$ cat src/rtl/dmem_arbiter.sv
// Two-port data-memory arbiter: fair round-robin on ties, one access per two cycles.
// Each transaction is IDLE/RESP -> ACCESS (grant, memory strobe) -> RESP (completion pulse).
module dmem_arbiter #(
  parameter int DATA_W = 32,
  parameter int ADDR_W = 32
) (
  input  logic              i_clk,
  input  logic              i_reset,
  input  logic              i_req0,
  input  logic              i_req1,
  input  logic              i_we0,
  input  logic              i_we1,
  input  logic [ADDR_W-1:0] i_addr0,
  input  logic [ADDR_W-1:0] i_addr1,
  input  logic [DATA_W-1:0] i_wdata0,
  input  logic [DATA_W-1:0] i_wdata1,
  output logic              o_gnt0,
  output logic              o_gnt1,
  output logic              o_rvalid0,
  output logic              o_rvalid1,
  output logic [DATA_W-1:0] o_rdata0,
  output logic [DATA_W-1:0] o_rdata1,
  output logic              o_mem_we,
  output logic [ADDR_W-1:0] o_mem_addr,
  output logic [DATA_W-1:0] o_mem_wdata,
  input  logic [DATA_W-1:0] i_mem_rdata,
  output logic              o_busy
);

  typedef enum logic [1:0] {
    IDLE   = 2'd0,
    ACCESS = 2'd1,
    RESP   = 2'd2
  } state_e;

  state_e              state_q, state_d;
  logic                last_q, last_d;
  logic                id_q, id_d;
  logic                we_q, we_d;
  logic [ADDR_W-1:0]   addr_q, addr_d;
  logic [DATA_W-1:0]   wdata_q, wdata_d;
  logic [DATA_W-1:0]   rdata_q, rdata_d;
  logic                winner;

  // On a tie the port not granted last wins; a lone requester always wins.
  assign winner = (i_req0 & i_req1) ? ~last_q : i_req1;

  always_ff @(posedge i_clk or posedge i_reset) begin
    if (i_reset) begin
      state_q <= IDLE;
      last_q  <= 1'b1;
      id_q    <= 1'b0;
      we_q    <= 1'b0;
      addr_q  <= '0;
      wdata_q <= '0;
      rdata_q <= '0;
    end else begin
      state_q <= state_d;
      last_q  <= last_d;
      id_q    <= id_d;
      we_q    <= we_d;
      addr_q  <= addr_d;
      wdata_q <= wdata_d;
      rdata_q <= rdata_d;
    end
  end

  always_comb begin
    state_d = state_q;
    last_d  = last_q;
    id_d    = id_q;
    we_d    = we_q;
    addr_d  = addr_q;
    wdata_d = wdata_q;
    rdata_d = rdata_q;
    case (state_q)
      IDLE, RESP: begin
        if (i_req0 | i_req1) begin
          state_d = ACCESS;
          last_d  = winner;
          id_d    = winner;
          we_d    = winner ? i_we1    : i_we0;
          addr_d  = winner ? i_addr1  : i_addr0;
          wdata_d = winner ? i_wdata1 : i_wdata0;
        end else begin
          state_d = IDLE;
        end
      end
      ACCESS: begin
        state_d = RESP;
        rdata_d = we_q ? '0 : i_mem_rdata;
      end
      default: state_d = IDLE;
    endcase
  end

  // Strobes decode straight from registered state so reset clears them without waiting for a clock.
  assign o_gnt0      = (state_q == ACCESS) && !id_q;
  assign o_gnt1      = (state_q == ACCESS) &&  id_q;
  assign o_rvalid0   = (state_q == RESP)   && !id_q;
  assign o_rvalid1   = (state_q == RESP)   &&  id_q;
  assign o_rdata0    = o_rvalid0 ? rdata_q : '0;
  assign o_rdata1    = o_rvalid1 ? rdata_q : '0;
  assign o_mem_we    = (state_q == ACCESS) && we_q;
  assign o_mem_addr  = addr_q;
  assign o_mem_wdata = wdata_q;
  assign o_busy      = (state_q != IDLE);

endmodule

$ cat config.mk
export PLATFORM = sky130hd
export DESIGN_NAME = dmem_arbiter
export DESIGN_NICKNAME = d
export VERILOG_FILES = /design/src/rtl/dmem_arbiter.sv
export SDC_FILE = /design/constraint.sdc
export NUM_CORES = 1
export LEC_CHECK = 0
export ABC_CLOCK_PERIOD_IN_PS = 8900
export BUFFER_PORTS_ARGS = -buffer_cell sky130_fd_sc_hd__buf_2
export CORE_AREA = 2 2 118 120
export DETAILED_ROUTE_END_ITERATION = 12
export DIE_AREA = 0 0 120 122
export PLACE_DENSITY = 0.7
export SLEW_MARGIN = 20
export SYNTH_ARGS = -nofsm -noshare
export SYNTH_HDL_FRONTEND = slang
export SYNTH_SLANG_ARGS = --single-unit
$ cat constraint.sdc
create_clock -name i_clk -period 8.9 [get_ports i_clk]
set_input_delay 0.445 -clock i_clk [delete_from_list [all_inputs] [get_ports i_clk]]
set_output_delay 0.445 -clock i_clk [all_outputs]
set_load 0.01 [all_outputs]
==> results.cfg, run 1 <==
[floorplan]
coreArea_sq_mm = 0.0135
start_util_pct = 35.8
die_h_um = 122
boundaryPins = 300
chipWidth_um = 120
dieArea_sq_mm = 0.0146
num_rows = 43

[logic_synthesis]
yosys-top-cells-area = dfrtp_1 52%, nand2_1 15%, a31oi_1 8.5%, and2_1 8.3%, nor2_1 5.3%
ys_types = 21
synth-seq-cells = 101
yosysSeqAreaShare_pct = 52.3
yosysWarnings = 0
synth_top_cell_area_share_pct = 51.8
synth_area_sq_mm = 0.00483
synth.largest_area_cell = dfrtp_1
synth_fp_nets = 750
synthCells = 584
avgSynthCellArea_sq_um = 8.27

[global_routing]
grt_pass1_wl_mm = 21.4
grt_overflow = 0
grt_max_degree = 77
antenna_found_initial = 0
grt_use_total_pct = 18.4
grt_pass1_vias = 4302

[setup_path]
start_kind = register
end_kind = output port
arrival_ps = 2000
cp_max_fo = 33
required_ps = 8460
path_class = register to output port

[placement]
routabilityCongestion = 0.802
placed_area_sq_mm = 0.00636
port_buffers = 299
dpl.hpwl_mm = 9.77
dp.cells = 1024
place_ws_ps = 6670

[clock_network]
cts_resized = 0
clk_latency_ps = 330
postCtsSetupRepairBufs = 0
htreeDepth = 3
clock_path_buffers = 2
holdBufCountCts = 0
clk_pin_slew_worst_paths_ps = 70
clock-sinks = 101
root_buffer = clkbuf_16
cts_tree = done
numCtsBuffers = 9

[timing]
setup_violations = 0
slew_headroom_pct = 40.5
clock_skew_ps = 7.84
fin_ws_ps = 6460
fin_hold_ws_ps = 150
final-hold-violation-count = 0
fin_crit_ps = 2440
drv_slew = 0
max_freq_mhz = 410
rsz0062_at_grt = no
setup_tns_ps = 0
tightest_slew_ps = 893
finalCritPeriodShare_pct = 27.4

[final_layout]
final_nets = 1021
finalNonFillerCells = 1038
final_util_pct = 49.3
fillerInstances = 1366
area.growth.synth_to_final_pct = 37.7
drive_gt1_share_pct = 37.6
antenna_cells = 0
design_area_sq_mm = 0.00665

[detailed_routing]
viasPerCell = 4.58
ant_nets = 0
drtPass1Iterations = 4
first_iter_violations = 219
post_drt_wl_per_cell_um = 13.1
route.detailed.drc = 0
vias = 4758
drt_wl_total_mm = 13.6

[power_and_ir_drop]
p_leak_nw = 3.53
total_power_mw = 1.42
vdd_drop_max_mv = 0.134
power_density_mw_per_mm2 = 213

[worst_hold_path]
hold_path_class = primary input to asynchronous set/reset pin

[run]
max_cap_violations = 0

[status]
outcome = finished, final reports clean
[flip-flops by register name (all words and copies together) (netlist names)]
| register | cells |
|---|---|
| last_q | 1 |
| state_q | 2 |
| we_q | 1 |
| o_mem_wdata | 32 |
| rdata_q | 32 |
| o_mem_addr | 32 |
| id_q | 1 |
[final cells by class]
| class | count | area [sq um] | area share, % |
|---|---|---|---|
| clock buffers | 12 | 236 | 3.55 |
| well taps | 180 | 225 | 3.38 |
| clock inverters | 2 | 60.1 | 0.903 |
| multi-input cells | 433 | 2040 | 30.7 |
| repair buffers | 305 | 1540 | 23.2 |
| inverters | 5 | 21.3 | 0.320 |
| flip-flops and latches | 101 | 2530 | 38.0 |
[synth_stat cells]
library cell / n
nand2b_1: 1
buf_6: 4
or2_2: 1
a21oi_1: 1
a21bo_2: 1
o21ba_1: 1
dfrtp_1: 100
nor2_1: 68
buf_2: 16
and2_1: 64
buf_4: 11
clkbuf_1: 12
o21ai_0: 32
dfstp_2: 1
buf_1: 2
o22ai_1: 1
inv_1: 5
a31oi_1: 66
and3_1: 2
a21boi_2: 1
nand2_1: 194
[report_power, final]
part | switching, mW | internal (mW)
logic | 0.227 | 0.156
registers | 0.0639 | 0.566
clock network | 0.162 | 0.244
[kinds of logic (layout without fill, tap and decap cells)]
| group | count (synthesis) | count (layout) | share of synthesized area (%) |
|---|---|---|---|
| AOI/OAI and AO/OA | 103 | 103 | 12.7 |
| buffers and inverters | 50 | 324 | 5.77 |
| and+or+nand+nor | 330 | 330 | 29.2 |
| DFF | 101 | 101 | 52.3 |
[metal layers]
| layer | vias up | track usage, % | share of wire, % |
|---|---|---|---|
| li1 | 2427 | - | - |
| met1 | 2114 | 23.9 | 43 |
| met2 | 199 | 30.6 | 48 |
| met3 | 18 | 4.21 | 7.7 |
| met4 | 0 | 5.51 | 1.7 |
| met5 | - | 0 | 0 |
[worst max-delay path: stages, from the launching register on]
cell and delay, ps:
dfrtp_1 430, inv_1 120, and3_1 750, and2_1 230, buf_2 130
[path summary, 6_finish.rpt]
| path | startpoint | end | slack [ps] | depth (start not counted) |
|---|---|---|---|---|
| max in group asynchronous | i_reset | rdata_q[5]$_DFFE_PP0N_ | 7600 | 3 |
| min reg2reg | rdata_q[15]$_DFFE_PP0N_ | rdata_q[15]$_DFFE_PP0N_ | 490 | 2 |
| max | state_q[0]$_DFF_PP0_ | o_rdata1[8] | 6460 | 4 |
| min | i_reset | o_mem_wdata[12]$_DFFE_PP0P_ | 150 | 2 |
| min in group i_clk | i_req0 | last_q$_DFFE_PP1P_ | 350 | 2 |
| max reg2reg | state_q[0]$_DFF_PP0_ | o_mem_addr[31]$_DFFE_PP0P_ | 6790 | 4 |
[cell usage in the layout, fill, tap and decap left out, drive strengths merged]
cell	count
o22ai	1
o21ba	1
and3	2
nor2	68
dfrtp	100
clkbuf	12
or2	1
inv	5
o21ai	32
a21bo	1
and2	64
bufinv	2
a21boi	1
dfstp	1
nand2b	1
buf	305
a21oi	1
a31oi	66
nand2	194
Power figures use the tool's default switching activity.
==> inputs of run 2 (changes only) <==
==> config.mk (replaced) <==
export PLATFORM = sky130hd
export DESIGN_NAME = dmem_arbiter
export DESIGN_NICKNAME = d
export VERILOG_FILES = /design/src/rtl/dmem_arbiter.sv
export SDC_FILE = /design/constraint.sdc
export NUM_CORES = 1
export LEC_CHECK = 0
export ABC_AREA = 1
export ABC_CLOCK_PERIOD_IN_PS = 2300
export BUFFER_PORTS_ARGS = -buffer_cell sky130_fd_sc_hd__buf_2
export CORE_AREA = 2 2 117 119
export DETAILED_ROUTE_END_ITERATION = 12
export DIE_AREA = 0 0 119 121
export PLACE_DENSITY = 0.75
export SLEW_MARGIN = 20
export SYNTH_ARGS = -nofsm -noshare
export SYNTH_HDL_FRONTEND = slang
export SYNTH_SLANG_ARGS = --single-unit
==> constraint.sdc (replaced) <==
create_clock -name i_clk -period 2.3 [get_ports i_clk]
set_input_delay 0.115 -clock i_clk [delete_from_list [all_inputs] [get_ports i_clk]]
set_output_delay 0.115 -clock i_clk [all_outputs]
set_load 0.01 [all_outputs]
==> results.cfg, run 2 <==
[detailed_routing]
vias = 5835
drt_wl_total_mm = 16.1
ant_nets = 0
viasPerCell = 4.69
drtPass1Iterations = 5
route.detailed.drc = 0
first_iter_violations = 520
post_drt_wl_per_cell_um = 12.9

[timing]
rsz0062_at_grt = no
max_freq_mhz = 569
finalCritPeriodShare_pct = 76.5
final-hold-violation-count = 0
setup_tns_ps = 0
clock_skew_ps = 5.79
fin_crit_ps = 1760
drv_slew = 0
tightest_slew_ps = 906
setup_violations = 0
slew_headroom_pct = 39.6

[logic_synthesis]
synth.largest_area_cell = dfrtp_1
yosysSeqAreaShare_pct = 46.6
synth_edf_count = 0
post-synth-top-count-cell = nand2_1
synthCells = 790
yosysWarnings = 0
async_flop_share_pct = 100
yosys-top-cells-area = dfrtp_1 46%, nand3_1 15%, nand2_1 14%, inv_1 12%, nor2_1 4.7%
synth_fp_nets = 956
synthFlopType = dfrtp_1
avgSynthCellArea_sq_um = 6.87
synthTopCellsByCount = 199 x nand2_1, 169 x inv_1, 165 x nand3_1
synth_top_cell_area_share_pct = 46.1
ys_types = 14
synth_area_sq_mm = 0.00543
synth-seq-cells = 101

[clock_network]
clk_latency_ps = 330
clock_path_buffers = 2
numCtsBuffers = 9
root_buffer = clkbuf_16
clock-sinks = 101
cts_tree = done
htreeDepth = 3
cts_resized = 0
clk_pin_slew_worst_paths_ps = 70

[power_and_ir_drop]
vdd_drop_max_mv = 0.456
p_clk_share_pct = 27.6
total_power_mw = 5.64
p_int_mw = 3.74
seq_power_share_pct = 42.2
p_switching_mw = 1.90
swShare_pct = 33.7
power_density_mw_per_mm2 = 768
power_frac_comb_pct = 30.2
p_leak_nw = 4.60

[final_layout]
fillerInstances = 1242
mostFrequentLayoutCells = 299 x buf_2, 197 x nand2_1, 168 x inv_1
final_nets = 1227
area.growth.synth_to_final_pct = 35.4
drive_gt1_share_pct = 31.2
multiInputGateArea_sq_mm = 0.00203
regArea_sq_mm = 0.00253
final_common_cell = buf_2

[status]
outcome = finished, final reports clean

[placement]
port_buffers = 299
dpl.hpwl_mm = 11.3
routabilityCongestion = 0.815

[global_routing]
grt_max_degree = 102
grt_use_total_pct = 21.9
gr-usage-met3_pct = 4.32
grt_pass1_wl_mm = 25.4
met2_usage_pct = 36.2
antenna_found_initial = 1
grt_busiest_layer = met2
grt_pass1_vias = 5166
grt_overflow = 0
grt_use_met1_pct = 28.5

[floorplan]
start_util_pct = 41.5
die_h_um = 121
coreArea_sq_mm = 0.0131
num_rows = 42
dieArea_sq_mm = 0.0144
boundaryPins = 300
chipWidth_um = 119

[setup_path]
r2r_setup_slack_ps = 540
required_ps = 2520
arrival_ps = 1970
end_kind = register
path_class = register to register
r2r_end = o_mem_wdata[24]$_DFFE_PP0P_
start_kind = register
reg2reg_from = state_q[0]$_DFF_PP0_
ff2ff_path_depth = 4
cp_max_fo = 66

[worst_hold_path]
whs_endpoint = rdata_q[4]$_DFFE_PP0N_
min_from = i_mem_rdata[4]
hold_path_class = primary input to register
hold_path_depth = 3

[run]
max_cap_violations = 0
run 2: cell count changes after synthesis, moves of 4 or more:
cell     delta
buf_6       -4
and2_1     -64
buf_4       -4
inv_1     +164
a31oi_1    -66
nand3_1   +165
nand2_1     +5
buf_2      +10
run 2: metal layers:
metal | share of wire [%] | vias up
met4 | 3.1 | 0
met1 | 42 | 2656
met2 | 49 | 242
met5 | 0 | -
li1 | - | 2901
met3 | 6.1 | 36
run 2: worst max path at each step:
stage,start,to,slack [ps],cells past startpoint
5_1_grt,state_q[0]$_DFF_PP0_,o_mem_wdata[8]$_DFFE_PP0P_,380,4
6_report,state_q[0]$_DFF_PP0_,o_mem_wdata[24]$_DFFE_PP0P_,540,4
3_5_place_dp,i_req0,o_mem_wdata[24]$_DFFE_PP0P_,640,6
3_3_place_gp,i_req0,o_mem_addr[13]$_DFFE_PP0P_,720,6
2_1_floorplan,i_reset,id_q$_DFFE_PP0P_,980,1
4_1_cts,state_q[0]$_DFF_PP0_,o_gnt1,550,5
run 2: layout make-up:
class / instances / share of cell area [%]
clock buffer: 13 / 3.68
inverter: 170 / 8.75
tap: 176 / 3.00
antenna: 1 / 0.0341
timing repair buffer: 311 / 22.0
sequential: 101 / 34.4
multi-input combinational: 468 / 27.6
clock inverter: 3 / 0.579
run 2: logic make-up after synthesis:
| family | count (synthesis) | share of synthesized area (%) |
|---|---|---|
| flip-flops | 101 | 46.6 |
| buffers and inverters | 221 | 16.4 |
| AND/OR/NAND/NOR | 435 | 34.0 |
| AO/OA/AOI/OAI | 33 | 3.04 |
run 2: what timing repair did:
action                    CTS  global route
hold buffers                1             0
setup buffers               0             0
hold endpoints to repair  100             0
run 2: critical path, stage by stage (launching register included):
cell	delay, ps
dfrtp_1	430
nor2_4	140
clkinv_2	670
nand2_1	270
nand2_1	80
run 2: power by group through the flow:
| stage | registers, mW | logic, mW | clock network [mW] |
|---|---|---|---|
| 4_1_cts | 2.38 | 1.72 | 1.60 |
| 3_5_place_dp | 2.39 | 1.72 | 0 |
| 6_report | 2.38 | 1.71 | 1.56 |
| 2_1_floorplan | 2.50 | 0.901 | 0 |
| 3_3_place_gp | 2.40 | 1.67 | 0 |
| 5_1_grt | 2.42 | 1.91 | 1.68 |
run 2: per-stage QoR:
| stage | std cells | area, sq um | hold slack [ps] | util [%] | setup WS, ps |
|---|---|---|---|---|---|
| 4_1_cts | 1242 | 7340 | 3.55 | 56.1 | 549 |
| 6_report | 1243 | 7350 | 16.4 | 56.2 | 541 |
| 5_1_grt | 1243 | 7350 | 7.05 | 56.2 | 381 |
| 3_5_place_dp | 1225 | 7020 | 325 | 53.7 | 642 |
| 2_1_floorplan | 790 | 5430 | 262 | - | 982 |
| 3_3_place_gp | 1225 | 7020 | 321 | 53.7 | 721 |
